[config.mk]
export PLATFORM = sky130hd
export DESIGN_NAME = fifo_rd_stream_flat
export DESIGN_NICKNAME = d
export VERILOG_FILES = /design/src/rtl/fifo_pkg.sv /design/src/rtl/fifo_rd_stream_if.sv /design/src/rtl/fifo_rd_stream_q.sv /design/src/rtl/fifo_rd_stream.sv /design/src/flat_wrapper.sv
export SDC_FILE = /design/constraint.sdc
export NUM_CORES = 1
export LEC_CHECK = 0
export CORE_MARGIN = 5
export CORE_UTILIZATION = 52
export DETAILED_ROUTE_END_ITERATION = 16
export GPL_ROUTABILITY_DRIVEN = 0
export PLACE_DENSITY_LB_ADDON = 0.3
export SLEW_MARGIN = 20
export SYNTH_ARGS = -nofsm -noshare
export SYNTH_HDL_FRONTEND = slang
export SYNTH_SLANG_ARGS = --single-unit
[constraint.sdc]
create_clock -name clk -period 2.5 [get_ports clk]
set_clock_uncertainty 0.15 [all_clocks]
set_input_delay 0.375 -clock clk [delete_from_list [all_inputs] [get_ports clk]]
set_output_delay 0.375 -clock clk [all_outputs]
set_load 0.01 [all_outputs]
[src/rtl/fifo_pkg.sv]
// Shared definitions for the sync-FIFO read-side adapter: legal read latencies,
// occupancy state encoding and queue sizing helpers.
package fifo_pkg;

  localparam int unsigned RDLAT_COMB = 0;
  localparam int unsigned RDLAT_REG  = 1;

  typedef enum logic [1:0] {
    OCC_EMPTY,
    OCC_PARTIAL,
    OCC_FULL
  } occ_state_t;

  // One slot per cycle of read latency plus two, so reads can be issued
  // from registered state alone without starving a ready consumer.
  function automatic int unsigned qdepth(input int unsigned lat);
    return lat + 2;
  endfunction

  function automatic int unsigned ptr_w(input int unsigned depth);
    return (depth <= 2) ? 1 : $clog2(depth);
  endfunction

endpackage

[src/rtl/fifo_rd_stream_if.sv]
// FIFO read port plus downstream valid/ready stream, bundled for the adapter.
// master = adapter side, slave = FIFO/consumer side.
interface fifo_rd_stream_if #(
  parameter int unsigned DATA_WIDTH = 8
);

  logic                  fifo_empty;
  logic                  fifo_rd_en;
  logic [DATA_WIDTH-1:0] fifo_rd_data;
  logic                  m_valid;
  logic                  m_ready;
  logic [DATA_WIDTH-1:0] m_data;

  modport master (
    input  fifo_empty,
    input  fifo_rd_data,
    input  m_ready,
    output fifo_rd_en,
    output m_valid,
    output m_data
  );

  modport slave (
    output fifo_empty,
    output fifo_rd_data,
    output m_ready,
    input  fifo_rd_en,
    input  m_valid,
    input  m_data
  );

endinterface

[src/rtl/fifo_rd_stream_q.sv]
// DEPTH-entry circular queue with registered occupancy state; head entry is
// presented directly from the storage array.
module fifo_rd_stream_q
  import fifo_pkg::*;
#(
  parameter int unsigned DATA_WIDTH = 8,
  parameter int unsigned DEPTH      = 2,
  parameter int unsigned OCC_W      = 2
) (
  input  logic                  clk,
  input  logic                  rst,
  input  logic                  i_push,
  input  logic [DATA_WIDTH-1:0] i_push_data,
  input  logic                  i_pop,
  output logic [OCC_W-1:0]      o_occ,
  output logic                  o_valid,
  output logic [DATA_WIDTH-1:0] o_head_data
);

  localparam int unsigned PTR_W = ptr_w(DEPTH);

  logic [DATA_WIDTH-1:0] r_mem [DEPTH];
  logic [PTR_W-1:0]      r_head;
  logic [PTR_W-1:0]      r_tail;
  logic [OCC_W-1:0]      r_occ;
  occ_state_t            r_state;

  logic                  w_pop;
  logic [OCC_W-1:0]      w_occ_nxt;

  function automatic logic [PTR_W-1:0] next_ptr(input logic [PTR_W-1:0] p);
    return (p == PTR_W'(DEPTH - 1)) ? '0 : p + 1'b1;
  endfunction

  assign w_pop = i_pop && (r_state != OCC_EMPTY);

  always_comb begin
    w_occ_nxt = r_occ;
    if (i_push && !w_pop) begin
      w_occ_nxt = r_occ + 1'b1;
    end else if (!i_push && w_pop) begin
      w_occ_nxt = r_occ - 1'b1;
    end
  end

  always_ff @(posedge clk) begin
    if (rst) begin
      r_head  <= '0;
      r_tail  <= '0;
      r_occ   <= '0;
      r_state <= OCC_EMPTY;
      for (int unsigned i = 0; i < DEPTH; i++) begin
        r_mem[i] <= '0;
      end
    end else begin
      if (i_push) begin
        r_mem[r_tail] <= i_push_data;
        r_tail        <= next_ptr(r_tail);
      end
      if (w_pop) begin
        r_head <= next_ptr(r_head);
      end
      r_occ <= w_occ_nxt;
      if (w_occ_nxt == '0) begin
        r_state <= OCC_EMPTY;
      end else if (w_occ_nxt == OCC_W'(DEPTH)) begin
        r_state <= OCC_FULL;
      end else begin
        r_state <= OCC_PARTIAL;
      end
    end
  end

  assign o_occ       = r_occ;
  assign o_valid     = (r_state != OCC_EMPTY);
  assign o_head_data = r_mem[r_head];

endmodule

[src/rtl/fifo_rd_stream.sv]
// Read-side adapter: pulls words from a sync FIFO (read latency 0 or 1) and
// re-presents them as a bubble-free valid/ready stream. Define
// FIFO_RD_STREAM_CNT_EN to add the xfer_cnt delivered-word counter port.
module fifo_rd_stream
  import fifo_pkg::*;
#(
  parameter int unsigned DATA_WIDTH = 8,
  parameter int unsigned RD_LATENCY = RDLAT_COMB,
  parameter int unsigned CNT_WIDTH  = 16
) (
  input  logic                 clk,
  input  logic                 rst,
  fifo_rd_stream_if.master     bus
`ifdef FIFO_RD_STREAM_CNT_EN
  ,
  output logic [CNT_WIDTH-1:0] xfer_cnt
`endif
);

  localparam int unsigned DEPTH = qdepth(RD_LATENCY);
  localparam int unsigned OCC_W = ptr_w(DEPTH + 1);
  localparam int unsigned SUM_W = OCC_W + 1;

  if ((RD_LATENCY != RDLAT_COMB && RD_LATENCY != RDLAT_REG) || CNT_WIDTH == 0) begin : g_bad_cfg
    $error("fifo_rd_stream: RD_LATENCY must be 0 or 1 and CNT_WIDTH nonzero");
  end

  logic [OCC_W-1:0]      w_occ;
  logic                  w_valid;
  logic [DATA_WIDTH-1:0] w_head;
  logic                  w_inflight;
  logic                  w_push;
  logic                  w_pop;
  logic                  w_rd_en;
  logic [SUM_W-1:0]      w_credit_used;

  assign w_pop = w_valid && bus.m_ready;

  // Reads are credited against registered occupancy only, so m_ready never
  // reaches fifo_rd_en; the extra queue slot hides the pop we cannot see.
  assign w_credit_used = SUM_W'(w_occ) + SUM_W'(w_inflight);
  assign w_rd_en       = !rst && !bus.fifo_empty && (w_credit_used < SUM_W'(DEPTH));

  if (RD_LATENCY == RDLAT_REG) begin : g_reg
    logic r_inflight;
    always_ff @(posedge clk) begin
      if (rst) begin
        r_inflight <= 1'b0;
      end else begin
        r_inflight <= w_rd_en;
      end
    end
    assign w_inflight = r_inflight;
    assign w_push     = r_inflight;
  end else begin : g_comb
    assign w_inflight = 1'b0;
    assign w_push     = w_rd_en;
  end

  fifo_rd_stream_q #(
    .DATA_WIDTH (DATA_WIDTH),
    .DEPTH      (DEPTH),
    .OCC_W      (OCC_W)
  ) u_q (
    .clk         (clk),
    .rst         (rst),
    .i_push      (w_push),
    .i_push_data (bus.fifo_rd_data),
    .i_pop       (w_pop),
    .o_occ       (w_occ),
    .o_valid     (w_valid),
    .o_head_data (w_head)
  );

  assign bus.fifo_rd_en = w_rd_en;
  assign bus.m_valid    = w_valid;
  assign bus.m_data     = w_head;

`ifdef FIFO_RD_STREAM_CNT_EN
  logic [CNT_WIDTH-1:0] r_xfer_cnt;
  always_ff @(posedge clk) begin
    if (rst) begin
      r_xfer_cnt <= '0;
    end else if (w_pop) begin
      r_xfer_cnt <= r_xfer_cnt + 1'b1;
    end
  end
  assign xfer_cnt = r_xfer_cnt;
`endif

endmodule

[src/flat_wrapper.sv]
// flat-port wrapper written by rule: the top's interface ports become plain ports
module fifo_rd_stream_flat import fifo_pkg::*;
#(
  parameter int unsigned DATA_WIDTH = 8,
  parameter int unsigned RD_LATENCY = RDLAT_COMB,
  parameter int unsigned CNT_WIDTH  = 16
)
  (clk, rst, bus_fifo_empty, bus_fifo_rd_data, bus_m_ready, bus_fifo_rd_en, bus_m_valid, bus_m_data);
  fifo_rd_stream_if #(.DATA_WIDTH(DATA_WIDTH)) bus_i ();
  input  logic clk;
  input  logic rst;
  input wire logic [$bits(bus_i.fifo_empty)-1:0] bus_fifo_empty;
  input wire logic [$bits(bus_i.fifo_rd_data)-1:0] bus_fifo_rd_data;
  input wire logic [$bits(bus_i.m_ready)-1:0] bus_m_ready;
  output wire logic [$bits(bus_i.fifo_rd_en)-1:0] bus_fifo_rd_en;
  output wire logic [$bits(bus_i.m_valid)-1:0] bus_m_valid;
  output wire logic [$bits(bus_i.m_data)-1:0] bus_m_data;
  assign bus_i.fifo_empty = bus_fifo_empty;
  assign bus_i.fifo_rd_data = bus_fifo_rd_data;
  assign bus_i.m_ready = bus_m_ready;
  assign bus_fifo_rd_en = bus_i.fifo_rd_en;
  assign bus_m_valid = bus_i.m_valid;
  assign bus_m_data = bus_i.m_data;
  fifo_rd_stream #(.DATA_WIDTH(DATA_WIDTH), .RD_LATENCY(RD_LATENCY), .CNT_WIDTH(CNT_WIDTH)) u_core (.clk(clk), .rst(rst), .bus(bus_i));
endmodule
Word-level counts from Yosys, hierarchy flattened
Memories as Yosys holds them, arrays and structs flattened. A register that Yosys moved wholly into a read port is not among the register bits.
Cells that the tools add are included.

storage, ports and cells
  memory bits (writable) = 16
  bits of input ports = 12
  memories = 1
  register bits after elaboration = 6
  output and inout bits = 10

operators by class
  reduce and logical (&&, ||, !) cells = 14
  eq/ne operators = 1
  add/subtract/negate cells = 4
  multiplexer cells = 15
  $lt $le $gt $ge = 1

memories
  name              words  bits a word  read ports  clocked after Yosys merged registers in  write ports  RTL line                source
  u_core.u_q.r_mem  2      8            1           1                                        2            fifo_rd_stream_q.sv:22  logic [DATA_WIDTH-1:0] r_mem [DEPTH];

operators by type and width
  operator                                          number
  two-way mux 1 bit                                 11
  two-way mux 8 bit                                 1
  OR reduction 8 bit                                1
  logical AND 1 bit                                 6
  two-way mux 2 bit                                 3
  zero test 1 bit                                   4
  adder 1 bit, second input constant                2
  adder 2 x 1 -> 2 bit, second input constant       1
  equality test 2 bit, second input constant        1
  zero test 2 bit                                   1
  < comparator 2 bit, second input constant         1
  nonzero test 2 bit                                1
  OR reduction 2 bit                                1
  subtractor 2 x 1 -> 2 bit, second input constant  1

Longest topological paths before layout
  depth after elaboration = 9
  depth in mapped cells = 5

By module
A second synthesis with hierarchy kept.

unflattened totals
  cell total of the unflattened synthesis = 79
  area total of the unflattened synthesis = 1,042.2 sq um

by module, submodules not included
  module            area each (sq um)  times used  cells each  seq. area each (sq um)
  fifo_rd_stream_q  1,026.0            1           77          620.6
  fifo_rd_stream    16.3               1           2           0.0

Least setup slack after synthesis
Ideal clock, no wire load.

  kind = in2reg
  start = in rst
  end = mem u_core.u_q.r_mem[1][0] (enable)
  slack = 741 ps
  arrival time = 1,283 ps
  data required time = 2,024 ps
  cell stages on the path = 4
  cell sequence = buf_2 > nor3_2 > buf_4 > a21o_1

RTL lines
  element          RTL line                source
  start, declared  flat_wrapper.sv:11      input logic rst;
  end, declared    fifo_rd_stream_q.sv:22

==> results.json <==
{
  "outcome": "finished clean",
  "gr-max-usage-layer": "met2",
  "cts_hold_buf": 0,
  "path_class": "register to output pin",
  "seq_power_share_pct": 53.6,
  "drive_gt1_share_pct": 21.6,
  "powerDensity_nw_per_um2": 769,
  "drt_iter0_markers": 8,
  "vias_per_cell": 5.23,
  "vias": 638,
  "nets": 110,
  "cts_setup_buffers": 0,
  "critical_path.top_delay_family": "flip-flops",
  "cts.sinks": 23,
  "combPwrFrac_pct": 30.2,
  "n_fill_cell": 133,
  "ioPinCount": 22,
  "arrival_ns": 1.70,
  "hold_viol_final": 0,
  "finalCriticalPeriod_ns": 2.22,
  "drtAntennaViolNets": 0,
  "clkLatencyLatePin_ns": 0.29,
  "synth_top_area_share_pct": 48.5,
  "clk_pin_slew_ns": 0.11,
  "cts_tree": "done",
  "maxCapViolations": 0,
  "fp.dieH_um": 53.7,
  "syn2layout_area_growth_pct": 27.3,
  "relSlewSlack_pct": 75.8,
  "yosysWarnings": 0,
  "setup_tns_ns": 0,
  "ctsLongestPathBuffers": 2,
  "yosysTopAreaCell": "edfxtp_1",
  "fmax_mhz": 449,
  "wl_um": 1590,
  "tightest_slew_ns": 0.362,
  "cp.required_ns": 1.98,
  "grt_max_degree": 15,
  "crit_buf_inv": 1,
  "yosysSeqAreaShare_pct": 62.6,
  "placed_cells": 118,
  "fin_cells": 122,
  "power.internal_uw": 712,
  "setup_viol": 0,
  "synth_cell_types": 22,
  "switchingPower_uw": 257,
  "drt-pass1-iter-count": 4,
  "synthCells": 73,
  "grtUsageMet3_pct": 3.32,
  "initial_core_util_pct": 56.2,
  "wire_per_inst_um": 13.0,
  "diodes": 0,
  "cellLeakagePower_nw": 0.496,
  "switching_share_pct": 26.5,
  "syn_area_per_cell_um2": 13.6,
  "grt_pass1_vias": 615,
  "max_stage_delay_ns": 0.55,
  "cts_resized": 0,
  "fin_worst_hold_slack_ns": 0.387,
  "placement.io_buffers": 21,
  "path_max_fanout": 8,
  "place_hpwl_um": 1200,
  "netlist_area_um2": 991,
  "cts-buffers-inserted": 3,
  "end_kind": "output pin",
  "path_cells": "mux2_2, clkdlybuf4s50_1",
  "period_share_pct": 89.0,
  "drc": 0,
  "critPathSlowestCell": "dfxtp_1",
  "drv_slew": 0,
  "vdd_drop_max_uv": 533,
  "grtUsageMet1_pct": 15.0,
  "start_kind": "register",
  "yosys_register_bits": 23,
  "ys_top_cells_by_area": "edfxtp_1, dfxtp_1, mux2_2",
  "root_buffer": "clkbuf_4",
  "die_width_um": 53.7,
  "use_met2_pct": 23.3,
  "die_area_um2": 2880,
  "grt_util_all_layers_pct": 12.9,
  "fp.coreArea_um2": 1760,
  "h-tree-depth": 1,
  "antenna_found_initial": 0,
  "clkPwrFrac_pct": 16.2,
  "rows": 15,
  "grt_first_pass_wirelength_um": 2590,
  "syn_nets": 85,
  "overflow": 0,
  "rsz0062_at_grt": "no",
  "worst_hold_path_type": "register to register"
}
-- metal layers --
layer  part of all wire [%]  vias to the layer above
met5                      0                        -
met4                   0.88                        0
met3                    5.6                        2
met2                     51                       17
met1                     42                      301
li1                       -                      318
-- cells in the mapped netlist --
master / count
a21o_1: 1
dfxtp_1: 7
nor4_2: 1
nand2b_1: 1
a31oi_1: 1
xor2_1: 1
o21ai_2: 1
or2_2: 2
buf_2: 1
o21ai_0: 2
mux2_2: 10
nand3b_1: 1
and3_1: 8
edfxtp_1: 16
nor3_2: 1
buf_4: 1
and2_1: 8
clkbuf_1: 2
nand3_1: 1
or4b_1: 1
xnor2_1: 2
nor2_1: 4
-- path summary, 6_finish.rpt --
| check | start | to | slack [ns] | cells after the start |
|---|---|---|---|---|
| worst max-delay path | register | bus_m_data[1] | 0.28 | 2 |
| worst min-delay path | u_core.u_q.r_head | u_core.u_q.r_head | 0.39 | 2 |
| worst max register to register | u_core.u_q.o_occ[1] | u_core.u_q.r_mem[1][2] | 0.91 | 3 |
| worst min register to register | u_core.u_q.r_head | u_core.u_q.r_head | 0.39 | 2 |
-- final cells by class --
cell class / instances / area, um^2 / area share, %
clock buffer: 4 / 26.3 / 2.08
multi-input combinational: 46 / 350 / 27.8
sequential: 23 / 621 / 49.2
tap: 25 / 31.3 / 2.48
timing repair buffer: 24 / 233 / 18.5
-- worst min-delay path: stages (launching register included) --
cell and delay, ns:
dfxtp_1 0.35, xor2_1 0.09, nor2_1 0.08
-- layout by cell type, fill, tap and decap left out, types with 2 or more instances in the layout --
cell type | Yosys | routed
buf_4 | 1 | 3
o21ai_0 | 2 | 2
nor2_1 | 4 | 4
or2_2 | 2 | 2
mux2_2 | 10 | 10
xnor2_1 | 2 | 2
clkdlybuf4s50_1 | 0 | 21
clkbuf_4 | 0 | 3
dfxtp_1 | 7 | 7
and2_1 | 8 | 8
and3_1 | 8 | 8
edfxtp_1 | 16 | 16
-- power by group through the flow --
stage | logic [mW] | registers [mW] | clock network (mW)
final | 0.292 | 0.520 | 0.157
after global routing | 0.318 | 0.529 | 0.183
after CTS | 0.297 | 0.522 | 0.161
after detailed placement | 0.295 | 0.531 | 0
after global placement | 0.286 | 0.526 | 0
after floorplan | 0.189 | 0.503 | 0
-- state kept, by name (all words and copies together) (netlist names), named ones only --
name / cells
u_core.u_q.r_state: 2
u_core.u_q.r_mem: 16
u_core.u_q.o_occ: 2
u_core.u_q.r_head: 1
u_core.u_q.r_tail: 1
-- kinds of logic (layout without fill, tap and decap cells) --
logic type	after synthesis	count (layout)	share of synthesized area (%)
simple gates	28	28	18.1
flops	23	23	62.6
mux	10	10	11.4
compound gates	5	5	3.28
buf+inv	4	28	2.02
xor+xnor	3	3	2.65
-- through the flow --
step	setup WS (ns)	util [%]	area [um^2]	power, mW
after CTS	0.239	71.5	1260	0.980
after global routing	0.179	71.5	1260	1.03
after detailed placement	0.361	70.0	1230	0.826
after floorplan	0.741	-	991	0.692
final	0.275	71.5	1260	0.970
after global placement	0.342	70.0	1230	0.812
No activity file was read; power rests on OpenSTA's default activity.
